## config.mk

```make
export PLATFORM = sky130hd
export DESIGN_NAME = fir_decim_out
export DESIGN_NICKNAME = d
export VERILOG_FILES = /design/src/rtl/fir_pkg.sv /design/src/rtl/fir_out_fifo.sv /design/src/rtl/fir_decim_out.sv
export SDC_FILE = /design/constraint.sdc
export NUM_CORES = 1
export LEC_CHECK = 0
export CORE_MARGIN = 2
export CORE_UTILIZATION = 49
export DETAILED_ROUTE_END_ITERATION = 10
export HOLD_SLACK_MARGIN = 0.12
export PLACE_DENSITY = 0.76
export SYNTH_ARGS = -nofsm -noshare
export SYNTH_HDL_FRONTEND = slang
export SYNTH_HIERARCHICAL = 1
export SYNTH_SLANG_ARGS = --single-unit
```

## constraint.sdc

```tcl
create_clock -name clk -period 2.4 [get_ports clk]
set_input_delay 0.36 -clock clk [delete_from_list [all_inputs] [get_ports clk]]
set_output_delay 0.36 -clock clk [all_outputs]
set_load 0.02 [all_outputs]
```

## src/rtl/fir_pkg.sv

```systemverilog
// Shared constants and types for the FIR filter and its decimating output stage.
package fir_pkg;

   localparam int FIR_TAPS   = 37;
   localparam int FIR_IN_W   = 15;
   localparam int FIR_OUT_W  = 20;
   localparam int DEC_OUT_W  = 16;
   localparam int DEC_WARMUP = FIR_TAPS - 1;

   // Output-stage control: discard pipeline fill, then keep every DECIM-th sample.
   typedef enum logic {
      WARM = 1'b0,
      RUN  = 1'b1
   } dec_state_e;

endpackage

```

## src/rtl/fir_out_fifo.sv

```systemverilog
// Synchronous show-ahead FIFO. The head entry is always visible on rd_data;
// when empty, rd_data keeps the last head value that was shown.
module fir_out_fifo
   import fir_pkg::*;
#(
   parameter int W     = DEC_OUT_W,
   parameter int DEPTH = 8
) (
   input  logic                         clk,
   input  logic                         rst_n,
   input  logic                         clr,
   input  logic                         wr_en,
   input  logic [W-1:0]                 wr_data,
   input  logic                         rd_en,
   output logic [W-1:0]                 rd_data,
   output logic                         full,
   output logic                         empty,
   output logic [$clog2(DEPTH+1)-1:0]   level
);

   localparam int AW = (DEPTH > 1) ? $clog2(DEPTH) : 1;
   localparam int LW = $clog2(DEPTH + 1);
   localparam int MW = 1 << AW;

   logic [W-1:0]  mem_q [MW];
   logic [W-1:0]  mem_d [MW];
   logic [AW-1:0] wr_ptr_q, wr_ptr_d;
   logic [AW-1:0] rd_ptr_q, rd_ptr_d;
   logic [LW-1:0] level_q, level_d;
   logic [W-1:0]  last_q, last_d;
   logic          do_rd_s;
   logic          do_wr_s;
   logic [W-1:0]  head_s;

   assign empty   = (level_q == LW'(0));
   assign full    = (level_q == LW'(DEPTH));
   assign level   = level_q;
   assign head_s  = mem_q[rd_ptr_q];
   assign rd_data = empty ? last_q : head_s;

   // A write into a full FIFO only succeeds when a read frees a slot in the same cycle.
   assign do_rd_s = rd_en && !empty;
   assign do_wr_s = wr_en && (!full || do_rd_s);

   // Next-state for storage, pointers, occupancy and the held head value.
   always_comb begin
      mem_d    = mem_q;
      wr_ptr_d = wr_ptr_q;
      rd_ptr_d = rd_ptr_q;
      level_d  = level_q;
      last_d   = last_q;
      if (clr) begin
         wr_ptr_d = AW'(0);
         rd_ptr_d = AW'(0);
         level_d  = LW'(0);
         if (!empty) begin
            last_d = head_s;
         end else begin
            last_d = last_q;
         end
      end else begin
         if (do_wr_s) begin
            mem_d[wr_ptr_q] = wr_data;
            wr_ptr_d        = wr_ptr_q + AW'(1);
         end else begin
            wr_ptr_d = wr_ptr_q;
         end
         if (do_rd_s) begin
            rd_ptr_d = rd_ptr_q + AW'(1);
            last_d   = head_s;
         end else begin
            rd_ptr_d = rd_ptr_q;
         end
         level_d = level_q + LW'(do_wr_s) - LW'(do_rd_s);
      end
   end

   // FIFO state registers.
   always_ff @(posedge clk or negedge rst_n) begin
      if (!rst_n) begin
         mem_q    <= '{default: '0};
         wr_ptr_q <= AW'(0);
         rd_ptr_q <= AW'(0);
         level_q  <= LW'(0);
         last_q   <= W'(0);
      end else begin
         mem_q    <= mem_d;
         wr_ptr_q <= wr_ptr_d;
         rd_ptr_q <= rd_ptr_d;
         level_q  <= level_d;
         last_q   <= last_d;
      end
   end

endmodule

```

## src/rtl/fir_decim_out.sv

```systemverilog
// FIR output stage: drop the warm-up samples, decimate, round half-up,
// saturate to OUT_W bits and buffer the result for a valid/ready sink.
module fir_decim_out
   import fir_pkg::*;
#(
   parameter int IN_W   = FIR_OUT_W,
   parameter int OUT_W  = DEC_OUT_W,
   parameter int DECIM  = 2,
   parameter int WARMUP = DEC_WARMUP,
   parameter int DEPTH  = 8
) (
   input  logic                         clk,
   input  logic                         rst_n,
   input  logic                         clr,
   input  logic                         in_valid,
   input  logic [IN_W-1:0]              data_in,
   output logic                         m_valid,
   input  logic                         m_ready,
   output logic [OUT_W-1:0]             m_data,
   output logic [$clog2(DEPTH+1)-1:0]   fifo_level,
   output logic                         sat_flag,
   output logic                         ovf_flag
);

   localparam int SH  = IN_W - OUT_W;
   localparam int SW  = IN_W + 1;
   localparam int WCW = (WARMUP > 1) ? $clog2(WARMUP) : 1;
   localparam int PW  = (DECIM > 1) ? $clog2(DECIM) : 1;

   localparam logic signed [SW-1:0] RND_ADD = SW'(2 ** (SH - 1));
   localparam logic signed [SW-1:0] MAX_V   = SW'((2 ** (OUT_W - 1)) - 1);
   localparam logic signed [SW-1:0] MIN_V   = SW'(-(2 ** (OUT_W - 1)));

   dec_state_e     state_q, state_d;
   logic [WCW-1:0] wcnt_q, wcnt_d;
   logic [PW-1:0]  phase_q, phase_d;
   logic           keep_s;

   logic signed [SW-1:0] ext_s, sum_s, shf_s;
   logic [OUT_W-1:0]     rnd_s;
   logic                 sat_s;

   logic [OUT_W-1:0] rnd_q, rnd_d;
   logic             rnd_vld_q, rnd_vld_d;
   logic             sat_q, sat_d;
   logic             ovf_q, ovf_d;
   logic             fifo_full_s, fifo_empty_s;
   logic             drop_s;

   // FSM and counter registers.
   always_ff @(posedge clk or negedge rst_n) begin
      if (!rst_n) begin
         state_q <= WARM;
         wcnt_q  <= WCW'(0);
         phase_q <= PW'(0);
      end else begin
         state_q <= state_d;
         wcnt_q  <= wcnt_d;
         phase_q <= phase_d;
      end
   end

   // Next state: count off the warm-up samples, then cycle the decimation phase.
   always_comb begin
      state_d = state_q;
      wcnt_d  = wcnt_q;
      phase_d = phase_q;
      if (clr) begin
         state_d = WARM;
         wcnt_d  = WCW'(0);
         phase_d = PW'(0);
      end else if (in_valid) begin
         case (state_q)
            WARM: begin
               if (wcnt_q == WCW'(WARMUP - 1)) begin
                  state_d = RUN;
                  wcnt_d  = WCW'(0);
               end else begin
                  wcnt_d = wcnt_q + WCW'(1);
               end
            end
            RUN: begin
               if (phase_q == PW'(DECIM - 1)) begin
                  phase_d = PW'(0);
               end else begin
                  phase_d = phase_q + PW'(1);
               end
            end
            default: begin
               state_d = WARM;
               wcnt_d  = WCW'(0);
               phase_d = PW'(0);
            end
         endcase
      end else begin
         state_d = state_q;
      end
   end

   // FSM output: a sample is kept on phase 0 of RUN; a clr cycle keeps nothing.
   always_comb begin
      keep_s = 1'b0;
      case (state_q)
         RUN:     keep_s = in_valid && (phase_q == PW'(0)) && !clr;
         WARM:    keep_s = 1'b0;
         default: keep_s = 1'b0;
      endcase
   end

   // Round half-up by adding half an output LSB before the arithmetic shift, then clamp.
   always_comb begin
      ext_s = {data_in[IN_W-1], data_in};
      sum_s = ext_s + RND_ADD;
      shf_s = sum_s >>> SH;
      if (shf_s > MAX_V) begin
         rnd_s = MAX_V[OUT_W-1:0];
         sat_s = 1'b1;
      end else if (shf_s < MIN_V) begin
         rnd_s = MIN_V[OUT_W-1:0];
         sat_s = 1'b1;
      end else begin
         rnd_s = shf_s[OUT_W-1:0];
         sat_s = 1'b0;
      end
   end

   // A full FIFO drops the round register's sample unless the sink reads this cycle.
   assign drop_s = rnd_vld_q && fifo_full_s && !m_ready;

   // Next state for the round register and the sticky flags.
   always_comb begin
      rnd_d     = rnd_q;
      rnd_vld_d = 1'b0;
      sat_d     = sat_q;
      ovf_d     = ovf_q;
      if (clr) begin
         rnd_vld_d = 1'b0;
         sat_d     = 1'b0;
         ovf_d     = 1'b0;
      end else begin
         if (keep_s) begin
            rnd_d     = rnd_s;
            rnd_vld_d = 1'b1;
            sat_d     = sat_q | sat_s;
         end else begin
            rnd_vld_d = 1'b0;
         end
         if (drop_s) begin
            ovf_d = 1'b1;
         end else begin
            ovf_d = ovf_q;
         end
      end
   end

   // Round register and sticky flag registers.
   always_ff @(posedge clk or negedge rst_n) begin
      if (!rst_n) begin
         rnd_q     <= OUT_W'(0);
         rnd_vld_q <= 1'b0;
         sat_q     <= 1'b0;
         ovf_q     <= 1'b0;
      end else begin
         rnd_q     <= rnd_d;
         rnd_vld_q <= rnd_vld_d;
         sat_q     <= sat_d;
         ovf_q     <= ovf_d;
      end
   end

   fir_out_fifo #(
      .W     (OUT_W),
      .DEPTH (DEPTH)
   ) u_fifo (
      .clk     (clk),
      .rst_n   (rst_n),
      .clr     (clr),
      .wr_en   (rnd_vld_q),
      .wr_data (rnd_q),
      .rd_en   (m_ready),
      .rd_data (m_data),
      .full    (fifo_full_s),
      .empty   (fifo_empty_s),
      .level   (fifo_level)
   );

   assign m_valid  = !fifo_empty_s;
   assign sat_flag = sat_q;
   assign ovf_flag = ovf_q;

endmodule
```

==> results of run 1 <==
==> through the flow <==
stage                     hold slack, ns  instances
after detailed placement           0.387        942
after floorplan                   0.0644        669
after global routing               0.521        999
after global placement             0.373        942
after CTS                          0.493        991
final                              0.489        999
==> registers in the layout (all words and copies together) (netlist names) <==
name / cells
u_fifo/wr_ptr_q: 3
u_fifo/level: 4
rnd_q: 16
u_fifo/rd_ptr_q: 3
rnd_vld_q: 1
sat_flag: 1
ovf_flag: 1
state_q: 1
u_fifo/mem_q: 128
wcnt_q: 6
phase_q: 1
u_fifo/last_q: 16
==> where the power goes <==
part           switching [mW]  internal (mW)
Clock                    1.17           1.77
Sequential              0.129           3.21
Combinational            1.50           1.84
==> routing by layer <==
layer	vias up	global-route usage (%)	share of wire [%]
met5	-	0	0
li1	2651	-	-
met2	114	38.9	51
met3	25	3.55	2.8
met4	0	8.79	1.7
met1	3000	29.2	45
==> path summary, 6_finish.rpt <==
kind / start / to / slack [ns] / cells past startpoint
worst max-delay path: u_fifo/rd_ptr_q[0] / m_data[3] / -0.13 / 7
worst min-delay path: rst_n / state_q / 0.49 / 2
worst max register to register: u_fifo/level[2] / u_fifo/level[1] / 0.01 / 10
worst min register to register: ovf_flag / ovf_flag / 0.50 / 2
max in group asynchronous: rst_n / u_fifo/mem_q[34] / 1.21 / 3
min in group clk: ovf_flag / ovf_flag / 0.50 / 2
==> area by class of cell <==
class / count / area [um^2] / share of cell area (%)
clock buffer: 19 / 443 / 3.94
clock inverter: 13 / 181 / 1.61
inverter: 16 / 65.1 / 0.578
multi-input combinational: 433 / 4470 / 39.7
sequential: 181 / 4530 / 40.3
tap: 225 / 282 / 2.50
timing repair buffer: 112 / 1280 / 11.4
==> repair_timing <==
item | in CTS | in global routing
endpoints found under the setup margin | 19 | 44
setup buffers | 16 | 10
hold buffers | 1 | 0
pin swaps | 16 | 17
hold endpoints to repair | 59 | 0
cloned | 3 | 2
gates resized for setup | 147 | 51
==> critical path, cell delays in order (launching register included) <==
cell and delay, ns:
dfrtp_2 0.43, buf_8 0.15, buf_8 0.14, mux2_2 0.37, o22ai_2 0.16, a221oi_2 0.07, mux2_4 0.29, buf_6 0.13
==> placed cells by master (no fill, tap or decap), types with 4 or more instances in the layout <==
cell type and n:
dfrtp_1 179, mux2_2 146, mux2_4 46, buf_4 37, nor2_1 34, mux2i_1 30
clkdlybuf4s50_1 26, buf_6 21, clkbuf_16 19, buf_12 18, a21oi_1 16, xnor2_1 15
nand2_1 14, a221oi_2 14, inv_1 11, o22ai_1 8, o22ai_4 8, o22ai_2 8
nand4_1 7, nand3_1 7, nor4_1 7, or3_1 5, ha_1 5, ha_4 5
nor2b_1 4, xor2_1 4, nor3_1 4, o21ai_1 4, a31oi_1 4, clkinv_2 4
bufinv_16 4
==> kinds of logic after synthesis <==
group                      count (synthesis)
adders and majority gates                 11
DFF                                      181
buffers and inverters                     55
AOI/OAI and AO/OA                         77
xor gates and xnor gates                  20
muxes                                    226
and+or+nand+nor                           99
==> results.md, run 1 <==
- The number of enable flip-flop cells after synthesis is 0.
- The clock reaches the later pin of the worst-skew pair after 0.43 ns.
- The via count of the first global-routing pass is 6254.
- The cell area power density is 855 mW/mm^2.
- The cell area after synthesis is 0.00879 mm^2.
- Synthesis instantiated 48 different standard cells from the library.
- The clock slew seen by the registers of the worst setup and hold paths is 0.06 ns.
- Setup repair after global routing could not meet its margin everywhere.
- Timing would allow up to 0.395 GHz.
- The data arrival time of the worst path is 2.17 ns.
- Ranked by total cell area, the synthesized netlist is headed by dfrtp_1, mux2_2, mux2i_1.
- The data required time at the worst endpoint is 2.04 ns.
- The tightest min-delay check is of the in -> async type.
- The HPWL after detailed placement is 12700 um.
- Synthesis produced 669 cells.
- The routed via count is 5790.
- Dividing the detail-routed via count by the number of cells gives 5.80.
- The largest family of logic cells by synthesized area is multiplexers.
- The number of antenna-violating nets in the routed design is 0.
- Global routing used 22.8% of the available tracks across all layers.
- The congestion estimate from routability-driven global placement came to 0.800.
- The critical path is of the reg -> out type.
- For the final database, setup skew stands at 0.00783 ns.
- The fraction of synthesized area in multiplexers is 29.3%.
- Of all nets on the critical path, the largest fanout is 7.
- The initial core utilization is 50.4%.
- The die is 138 um wide.
- The number of hold violations in the final report is 0.
- CTS saw 181 sinks.
- The slew at the pin closest to its max-slew limit is 0.594 ns.
- Of the post-synthesis cell area, the dominant cell type holds 51.6%.
- The first detailed-routing pass took 4 iterations.
- The peak supply drop is 630 uV.
- The sum of negative setup slack is -1.58 ns.
- The cell area after layout is 0.0113 mm^2.
- The final reports fail on setup timing.
- Compared with the post-synthesis result, the final layout area differs by 28.1%.
- A synthesized cell averages 13.1 um^2.
- The final wirelength is 20900 um.
- For this run, asynchronously set or reset flops after synthesis account for 100%.
- Row generation in the floorplan step produced 48 rows.
- The worst setup path is captured at a primary output.
- Counting the fill cells in the layout gives 1233.
- The number of nets handed over by synthesis was 705.
- The area of the die is 0.0190 mm^2.
- In this run the deepest clock path goes through 2 buffers.
- The die is 138 um tall.
- The number of H-tree levels is 4.
- Entering global routing, the biggest net connects 63 pins.
- In the routed design, unresolved DRC markers number 0.
- The tree is rooted in a clkbuf_16.
- After detailed routing, the average wire length per cell comes to 21.0 um.
- The xor and xnor fraction of the mapped netlist area is 1.99%.
- The first-pass GRT wire length is 32600 um.
- Summing the areas of all compound-gate instances in the mapped netlist gives 6.00% of the synthesized area.
- Of the total synthesized cell area, the portion taken by AND, OR, NAND and NOR gates is 6.07%.
- The proportion of synthesized chip area in sequential cells is 51.6%.
- The type of origin of the critical path is a flop.
- Of the total synthesized cell area, the portion taken by full adders, half adders and majority gates is 1.65%.
- The final max-slew violation count is 0.
- The synthesis warning total is 6.
- The repair_antennas step left the layout with diodes totalling 0.
- The initial antenna violation count came to 0.
- Clock tree synthesis inserted a total of 17 buffers.
- The total grt overflow is 0.
- Cells fill 64.6% of the core in the end.
- The CTS tree is built.
- In the synthesized netlist the dominant register cell turns out to be dfrtp_1.
- The reported max-cap violation count is 0.
- During I/O placement, the number of pins put on the boundary was 48.
- After the last flow step, the layout net total stands at 797.
- The first routing iteration left 293 violations.
- The final critical delay including setup and external delays is 2.53 ns.
- The leading area contributor after synthesis is dfrtp_1.
- In the synthesized netlist, the cells that appear most often are dfrtp_1, mux2_2, mux2i_1, nor2_1, o22ai_1.
- The power after layout is 9.62 mW.
- dfrtp_1 is the most common cell in the netlist.
- The run finished, with violations left.
- Synthesis inferred 181 register bits.
- The post-placement setup slack is -0.219 ns.
- Setup violations remaining at the end of the flow were counted as 15.
- After layout, the worst path uses 105% of the clock period.
- The standard cell area after detailed placement is 0.00983 mm^2.
- Headroom to the max-slew limit came out at 60.4%.
- The static leakage is 5.35 nW.
- Once routing completed, OpenROAD measured the worst setup slack at -0.130 ns.
- The fraction of layout cells with a size suffix above 1 is 47.5%.
- Buffers placed on the I/O ports in this run total 44.
- The region available for standard cell placement spans 0.0174 mm^2.
Note: power is estimated with default switching activity, not from simulation.
==> run 2, diff against run 1 <==
--- a/config.mk
+++ b/config.mk
@@ -5,6 +5,7 @@
 export SDC_FILE = /design/constraint.sdc
 export NUM_CORES = 1
 export LEC_CHECK = 0
+export CAP_MARGIN = 20
 export CORE_MARGIN = 2
 export CORE_UTILIZATION = 49
 export DETAILED_ROUTE_END_ITERATION = 10
==> results of run 2 <==
Final layout, timing and power as in run 1 (identical DEF).
